File: config.mk
export PLATFORM = sky130hd
export DESIGN_NAME = booth_mult_seq
export DESIGN_NICKNAME = d
export VERILOG_FILES = /design/src/rtl/booth_mult_seq.sv
export SDC_FILE = /design/constraint.sdc
export NUM_CORES = 1
export LEC_CHECK = 0
export BUFFER_PORTS_ARGS = -buffer_cell sky130_fd_sc_hd__buf_4
export CORE_MARGIN = 2
export CORE_UTILIZATION = 57
export DETAILED_ROUTE_END_ITERATION = 10
export GPL_TIMING_DRIVEN = 0
export PLACE_DENSITY = 0.86
export SYNTH_ARGS = -nofsm -noshare
export SYNTH_HDL_FRONTEND = slang
export SYNTH_SLANG_ARGS = --single-unit
File: constraint.sdc
create_clock -name clk -period 3.54 [get_ports clk]
set_clock_uncertainty 0.1 [all_clocks]
set_input_delay 0.708 -clock clk [delete_from_list [all_inputs] [get_ports clk]]
set_output_delay 0.708 -clock clk [all_outputs]
set_load 0.01 [all_outputs]
File: src/rtl/booth_mult_seq.sv
// Sequential radix-2 Booth multiplier: one add/sub plus arithmetic shift per cycle,
// signed/unsigned per operation, valid/ready on both sides, abort while running.
module booth_mult_seq #(
   parameter  int WIDTH = 8,
   localparam int CNT_W = $clog2(WIDTH + 2)
) (
   input  logic               clk,
   input  logic               reset_n,
   input  logic               in_valid,
   output logic               in_ready,
   input  logic               is_signed,
   input  logic [WIDTH-1:0]   multiplier,
   input  logic [WIDTH-1:0]   multiplicand,
   input  logic               abort,
   output logic               out_valid,
   input  logic               out_ready,
   output logic [2*WIDTH-1:0] result,
   output logic               busy
);

   typedef enum logic [1:0] {
      S_IDLE = 2'd0,
      S_RUN  = 2'd1,
      S_DONE = 2'd2
   } state_t;

   state_t             state_q, state_d;
   logic [WIDTH:0]     a_q, a_d;
   logic [WIDTH:0]     q_q, q_d;
   logic [WIDTH:0]     m_q, m_d;
   logic               qb_q, qb_d;
   logic [CNT_W-1:0]   cnt_q, cnt_d;
   logic [2*WIDTH-1:0] result_q, result_d;
   logic               out_valid_q, out_valid_d;

   logic [WIDTH:0]     a_sum_s;
   logic [WIDTH:0]     a_sh_s;
   logic [WIDTH:0]     q_sh_s;
   logic               qb_sh_s;

   // Booth recoding of {Q[0], q_buff}: subtract on 10, add on 01, hold otherwise
   always_comb begin
      a_sum_s = a_q;
      case ({q_q[0], qb_q})
         2'b10:   a_sum_s = a_q - m_q;
         2'b01:   a_sum_s = a_q + m_q;
         default: a_sum_s = a_q;
      endcase
   end

   assign a_sh_s  = {a_sum_s[WIDTH], a_sum_s[WIDTH:1]};
   assign q_sh_s  = {a_sum_s[0], q_q[WIDTH:1]};
   assign qb_sh_s = q_q[0];

   // Next-state and datapath update for the IDLE -> RUN -> DONE sequence
   always_comb begin
      state_d     = state_q;
      a_d         = a_q;
      q_d         = q_q;
      m_d         = m_q;
      qb_d        = qb_q;
      cnt_d       = cnt_q;
      result_d    = result_q;
      out_valid_d = out_valid_q;
      case (state_q)
         S_IDLE: begin
            if (in_valid) begin
               // one extension bit makes unsigned and signed operands uniform
               m_d     = {is_signed & multiplicand[WIDTH-1], multiplicand};
               q_d     = {is_signed & multiplier[WIDTH-1], multiplier};
               a_d     = '0;
               qb_d    = 1'b0;
               cnt_d   = CNT_W'(WIDTH + 1);
               state_d = S_RUN;
            end else begin
               state_d = S_IDLE;
            end
         end
         S_RUN: begin
            if (abort) begin
               state_d = S_IDLE;
            end else begin
               a_d   = a_sh_s;
               q_d   = q_sh_s;
               qb_d  = qb_sh_s;
               cnt_d = cnt_q - CNT_W'(1);
               if (cnt_q == CNT_W'(1)) begin
                  result_d    = {a_sh_s[WIDTH-2:0], q_sh_s};
                  out_valid_d = 1'b1;
                  state_d     = S_DONE;
               end else begin
                  state_d = S_RUN;
               end
            end
         end
         S_DONE: begin
            if (out_ready) begin
               out_valid_d = 1'b0;
               state_d     = S_IDLE;
            end else begin
               state_d = S_DONE;
            end
         end
         default: begin
            out_valid_d = 1'b0;
            state_d     = S_IDLE;
         end
      endcase
   end

   // State and datapath registers
   always_ff @(posedge clk or negedge reset_n) begin
      if (!reset_n) begin
         state_q     <= S_IDLE;
         a_q         <= '0;
         q_q         <= '0;
         m_q         <= '0;
         qb_q        <= 1'b0;
         cnt_q       <= '0;
         result_q    <= '0;
         out_valid_q <= 1'b0;
      end else begin
         state_q     <= state_d;
         a_q         <= a_d;
         q_q         <= q_d;
         m_q         <= m_d;
         qb_q        <= qb_d;
         cnt_q       <= cnt_d;
         result_q    <= result_d;
         out_valid_q <= out_valid_d;
      end
   end

   assign in_ready  = (state_q == S_IDLE);
   assign busy      = (state_q == S_RUN) || (state_q == S_DONE);
   assign out_valid = out_valid_q;
   assign result    = result_q;

endmodule

==> run_results.csv, run 1 <==
group,metric,value,unit
synth,ys_seq_area_frac,0.4541,
setup_path,critPathKind,"reg2reg",
clock_network,clock-root-buffer,"clkbuf_8",
clock_network,cts_tree,"done",
setup_path,crit_start,"q_q[0]",
setup_path,crit_required,3.61,ns
setup_path,rr_startpoint,"q_q[0]",
grt,grt_pass1_wl,9673,um
setup_path,cp.arrival,3.19,ns
route,drt_iter0_markers,164,
synth,async_flop_share,1.000,
sta,rsz0062_at_grt,"no",
route,wirelength,5697,um
grt,antenna_found_initial,0,
sta,period_share,0.8827,
route,via_count,2163,
sta,holdWs,0.3214,ns
setup_path,start_kind,"flop",
clock_network,htree_levels,2,
sta,fin_setup_tns,0,ns
synth,synth-main-ff-cell,"dfrtp_1",
setup_path,cp_max_fo,8,
floorplan,die_w,73.53,um
floorplan,core_area,4692,um2
clock_network,cts_buffers,5,
power,vdd_drop_max,0.6088,mV
hold_path,hp-class,"in2async",
run_status,status,"complete, no violations",
setup_path,reg2reg_slack,0.42,ns
clock_network,clk_pin_slew,0.08,ns
synth,syn_inst,270,
cells_and_area,synthToLayoutAreaGrowth,16.21,%
sta,period_needed,3.125,ns
route,wire_per_inst,15.36,um
grt,grt_max_degree,51,
placement,place_area,3123,um2
cells_and_area,design_area,3202,um2
cells_and_area,drive_above_1_share,0.2555,
cells_and_area,multi_input_area,1418,um2
clock_network,cts_resized,0,
power,power,3.183,mW
floorplan,die_y,73.53,um
setup_path,critical_path.endpoint,"result[14]",
clock_network,worstSkewPairLatency,0.30,ns
cells_and_area,final_nets,356,
flow_run,cap_violations,0,
power,cellPowerDensity,994.0,nW/um2
clock_network,post_cts_buffers,0,
power,leakagePower,1.526,nW
floorplan,num_rows,25,
synth,synth_warnings,0,
grt,grt_pass1_vias,2131,
sta,max_freq,0.3200,GHz
sta,hold_viol,0,
cells_and_area,antenna_cells,0,
setup_path,worst_r2r_endpoint,"result[14]",
setup_path,reg2reg_depth,10,
floorplan,num_io_pins,41,
cells_and_area,fillCellCount,380,
synth,synth_edf_count,0,
route,ant_nets,0,
placement,post-dp-hpwl,4297,um
floorplan,start_util,0.5872,
route,drc,0,
grt,gr-total-overflow,0,
synth,ys_types,45,
synth,synthesis.nets,309,
synth,synth_seq_cells,50,
grt,grtUsageTotal,0.2341,
sta,tightest_slew,0.6344,ns
route,vias_per_cell,5.830,
route,drtPass1Iterations,4,
synth,syn-cell-area,2755,um2
placement,portBuffers,40,
placement,place_congestion,0.9658,
clock_network,clockBufferDepth,2,
cells_and_area,seq_area,1251,um2
sta,slew_violations,0,
synth,syn_avg_cell_area,10.20,um2
sta,relSlewSlack,0.5771,
setup_path,worstSetupEndpointType,"flop",
clock_network,clock_sink_count,50,
clock_network,holdBufCountCts,0,
floorplan,die_area,5406,um2
sta,setup_violations,0,
-- area by class of cell --
type                    instances  area share
well taps                      54     0.02110
clock inverters                 2    0.003126
multi-input cells             199      0.4428
inverters                      10     0.01172
repair buffers                 40     0.09379
flip-flops and latches         50      0.3908
plain buffers                  11     0.01524
clock buffers                   5     0.02149
-- worst max-delay path: stages, from the launching register on --
cell       delay, ns
dfrtp_1         0.38
inv_1           0.07
ha_1            0.15
clkbuf_1        0.29
mux2_2          0.42
fa_1            0.48
a211oi_2        0.30
o21ai_1         0.15
mux2i_1         0.14
a2111oi_2       0.39
o21ai_0         0.12
-- sequential cells by signal, indices dropped and copies added, names as in the netlist --
register   count
result        16
qb_q           1
m_q            9
out_valid      1
cnt_q          4
q_q            9
a_q            8
state_q        2
-- stage by stage --
stage | worst slack [ns] | util | instances
after global placement | 0.4691 | 0.6656 | 364
after CTS | 0.4130 | 0.6824 | 371
final | 0.4154 | 0.6824 | 371
after floorplan | 0.7620 | - | 270
after global routing | 0.2173 | 0.6824 | 371
after detailed placement | 0.4439 | 0.6656 | 364
-- placed cells by master (no fill, tap or decap), types with 2 or more instances in the layout --
cell type / count
nor4b_1: 2
nor2_1: 16
a211oi_1: 2
mux2i_1: 10
buf_4: 40
o21a_1: 2
o21ai_1: 2
a31oi_1: 2
o221ai_1: 2
a211oi_2: 2
a21o_1: 2
xor2_1: 7
xnor2_1: 4
o21ai_0: 31
nor2b_1: 3
dfrtp_1: 50
nand2_1: 36
inv_1: 10
clkinv_2: 2
buf_2: 6
nand2b_1: 3
clkbuf_1: 4
nor3_1: 6
clkbuf_8: 5
ha_1: 16
a21oi_1: 12
nand3_1: 2
mux2_2: 18
-- report_power, final --
part	internal (mW)	switching, mW
combinational	0.825	1.03
sequential	0.809	0.203
clock	0.133	0.179
-- logic make-up (layout without fill, tap and decap cells) --
kind of cell,after synthesis,count (layout),synth area share
multiplexers,28,28,0.1099
AO/OA/AOI/OAI,67,67,0.1544
adder cells (fa/ha/maj),17,17,0.07993
buffers and inverters,21,68,0.03133
XOR/XNOR,12,12,0.04087
flip-flops,50,50,0.4541
AND/OR/NAND/NOR,75,75,0.1294
-- worst min path at each step --
stage / startpoint / endpoint / slack (ns) / cells after the start
finish: reset_n / result[12] / 0.32 / 1
global route: reset_n / result[15] / 0.37 / 1
CTS: reset_n / result[15] / 0.34 / 1
detailed placement: q_q[0] / q_q[0] / 0.37 / 2
global placement: q_q[0] / q_q[0] / 0.36 / 2
floorplan: reset_n / a_q[0] / 0.31 / 0
-- routing by layer --
layer / vias up / share of wire / GRT usage
met2: 56 / 0.49 / 0.3889
met3: 12 / 0.058 / 0.04801
li1: 1033 / - / -
met1: 1062 / 0.43 / 0.3022
met5: - / 0 / 0
met4: 0 / 0.020 / 0.08687
-- synth_stat cells, types with 3 or more instances --
library cell,count,share of area
dfrtp_1,50,0.45
nand2_1,36,0.049
o21ai_0,31,0.056
mux2_2,18,0.074
ha_1,16,0.073
nor2_1,16,0.022
a21oi_1,12,0.022
inv_1,10,0.014
mux2i_1,10,0.036
xor2_1,7,0.022
buf_2,6,0.011
nor3_1,6,0.011
clkbuf_1,4,0.0054
xnor2_1,4,0.013
nand2b_1,3,0.0068
nor2b_1,3,0.0068
(Power assumes the default switching activity.)
==> run 2: changes to the inputs <==
--- a/config.mk
+++ b/config.mk
@@ -5,12 +5,12 @@
 export SDC_FILE = /design/constraint.sdc
 export NUM_CORES = 1
 export LEC_CHECK = 0
+export ABC_AREA = 1
 export BUFFER_PORTS_ARGS = -buffer_cell sky130_fd_sc_hd__buf_4
-export CORE_MARGIN = 2
 export CORE_UTILIZATION = 57
 export DETAILED_ROUTE_END_ITERATION = 10
 export GPL_TIMING_DRIVEN = 0
-export PLACE_DENSITY = 0.86
+export PLACE_DENSITY = 0.85
 export SYNTH_ARGS = -nofsm -noshare
 export SYNTH_HDL_FRONTEND = slang
 export SYNTH_SLANG_ARGS = --single-unit
==> run_results.csv, run 2 <==
group,metric,value,unit
clock_network,cts_tree,"done",
setup_path,critPathKind,"reg2reg",
synth,synthTopCellsByArea,"dfrtp_1, nand2_1, inv_1",
route,wire_per_inst,12.06,um
sta,period_needed,2.558,ns
sta,rsz0062_at_grt,"no",
synth,ys_types,28,
clock_network,clockBufferDepth,2,
synth,yosysTopAreaCell,"dfrtp_1",
synth,synth_top_area_frac,0.4290,
setup_path,cp_slowest_cell,"dfrtp_1",
setup_path,start_kind,"flop",
power,cellPowerDensity,995.4,nW/um2
grt,grtUsageTotal,0.2517,
setup_path,rr_startpoint,"m_q[0]",
route,drtPass1Iterations,4,
synth,ys_seq_area_frac,0.4290,
grt,grt_pass1_wl,10310,um
route,vias_per_cell,5.087,
floorplan,die_w,73.53,um
placement,place_congestion,0.8586,
clock_network,worstSkewPairLatency,0.31,ns
setup_path,reg2reg_depth,15,
sta,period_share,0.7226,
setup_path,crit_required,3.64,ns
placement,dp_slack,1.009,ns
cells_and_area,synthToLayoutAreaGrowth,16.56,%
hold_path,hp-class,"in2async",
route,drt_iter0_markers,152,
synth,synth-main-ff-cell,"dfrtp_1",
setup_path,reg2reg_slack,0.98,ns
power,power,3.384,mW
sta,setup_violations,0,
route,drc,0,
clock_network,clock_sink_count,50,
route,wirelength,5799,um
placement,post-dp-hpwl,4358,um
synth,syn_avg_cell_area,7.969,um2
cells_and_area,largest_reg_flops,16,
grt,grt_max_degree,51,
synth,synth_edf_count,0,
placement,portBuffers,40,
clock_network,clk_pin_slew,0.10,ns
synth,synthesis.nets,405,
clock_network,cts_resized,0,
sta,slew_violations,0,
clock_network,cts_buffers,5,
route,ant_nets,0,
route,via_count,2447,
synth,synth_seq_cells,50,
cells_and_area,antenna_cells,0,
synth,async_flop_share,1.000,
grt,gr-total-overflow,0,
clock_network,clock-root-buffer,"clkbuf_8",
grt,antenna_found_initial,0,
setup_path,path_common_cell,"nand2_1",
grt,grt_pass1_vias,2378,
cells_and_area,final_nets,452,
setup_path,crit_chain,"inv_1 -> ha_1 -> nor3b_1 -> nor2_1 -> a21oi_1 -> xor2_1 -> ha_1 -> nand2_1 -> inv_1 -> a21oi_1 -> nand2_1 -> nand2_1 -> nand3_1 -> nand3_1 -> nand2_1",
synth,synth_common_cells,"nand2_1, inv_1, dfrtp_1",
floorplan,num_io_pins,41,
sta,setup_ws,0.9818,ns
setup_path,worstSetupEndpointType,"flop",
sta,max_freq,0.3909,GHz
floorplan,start_util,0.6055,
clock_network,holdBufCountCts,0,
run_status,status,"complete, no violations",
floorplan,num_rows,25,
sta,relSlewSlack,0.5862,
setup_path,worst_r2r_endpoint,"a_q[6]",
floorplan,die_y,73.53,um
setup_path,cp_max_fo,5,
power,leakagePower,1.860,nW
cells_and_area,layout_common_cells,"nand2_1, inv_1, dfrtp_1, buf_4, o21ai_0",
sta,fin_setup_tns,0,ns
floorplan,core_area,4817,um2
sta,hold_viol,0,
flow_run,cap_violations,0,
synth,synth_warnings,0,
floorplan,die_area,5407,um2
cells_and_area,drive_above_1_share,0.1860,
clock_network,post_cts_buffers,0,
cells_and_area,layout_commonest_cell,"nand2_1",
sta,tightest_slew,0.6207,ns
synth,yosysMostFrequentCell,"nand2_1",
setup_path,slowest_delay,0.42,ns
synth,syn-cell-area,2917,um2
cells_and_area,fillCellCount,407,
power,vdd_drop_max,0.5130,mV
clock_network,htree_levels,2,
synth,syn_inst,366,
setup_path,cp.arrival,2.66,ns
==> run 2: critical path: cells and delay by family, from the launching register on <==
family	cells	cell delay [ns]
xor gates and xnor gates	1	0.17
adders and majority gates	2	0.47
AOI/OAI and AO/OA	2	0.33
DFF	1	0.42
buffers and inverters	2	0.13
and+or+nand+nor	8	0.83
==> run 2: worst max path at each step <==
stage                start          to  slack, ns  cells after the start
floorplan           m_q[0]  result[15]       1.29                     15
global placement    m_q[0]      a_q[6]       1.07                     15
detailed placement  m_q[0]      a_q[6]       1.01                     15
CTS                 m_q[0]      a_q[6]       0.98                     15
global route        m_q[0]      a_q[6]       0.62                     15
finish              m_q[0]      a_q[6]       0.98                     15
==> run 2: layout make-up <==
| class | instances | area [um2] | area share |
|---|---|---|---|
| plain buffers | 9 | 93.84 | 0.02760 |
| clock buffers | 6 | 82.58 | 0.02429 |
| clock inverters | 2 | 16.27 | 0.004785 |
| inverters | 56 | 215.2 | 0.06331 |
| multi-input cells | 251 | 1356 | 0.3990 |
| flip-flops and latches | 50 | 1251 | 0.3681 |
| well taps | 67 | 83.83 | 0.02466 |
| repair buffers | 40 | 300.3 | 0.08833 |
==> run 2: metal layers <==
layer  global-route usage  wire length, um  up-vias
li1                     -                -     1251
met1               0.3381             2752     1126
met2               0.4016             2694       60
met3              0.04938              237       10
met4              0.09829              115        0
met5                    0                0        -
==> run 2: cells by family (layout without fill, tap and decap cells) <==
kind of cell	after synthesis	after routing	share of synthesized area
buffers and inverters	65	113	0.1060
AO/OA/AOI/OAI	56	56	0.1253
adder cells (fa/ha/maj)	17	17	0.07550
flip-flops	50	50	0.4290
AND/OR/NAND/NOR	171	171	0.2432
XOR/XNOR	7	7	0.02102
==> run 2: report_power, final <==
group | internal, mW | leakage (nW) | switching, mW | total [mW]
Sequential | 0.812 | 0.645 | 0.150 | 0.962
Clock | 0.161 | 0.0478 | 0.202 | 0.364
Combinational | 0.814 | 1.17 | 1.24 | 2.06
==> run 2: stage by stage <==
| step | utilization | hold WS [ns] | std cells | area (um2) |
|---|---|---|---|---|
| 6_report | 0.7057 | 0.2970 | 481 | 3400 |
| 5_1_grt | 0.7057 | 0.3605 | 481 | 3400 |
| 3_3_place_gp | 0.6852 | 0.3648 | 473 | 3301 |
| 4_1_cts | 0.7057 | 0.3260 | 481 | 3400 |
| 3_5_place_dp | 0.6852 | 0.3689 | 473 | 3301 |
| 2_1_floorplan | - | 0.3124 | 366 | 2917 |
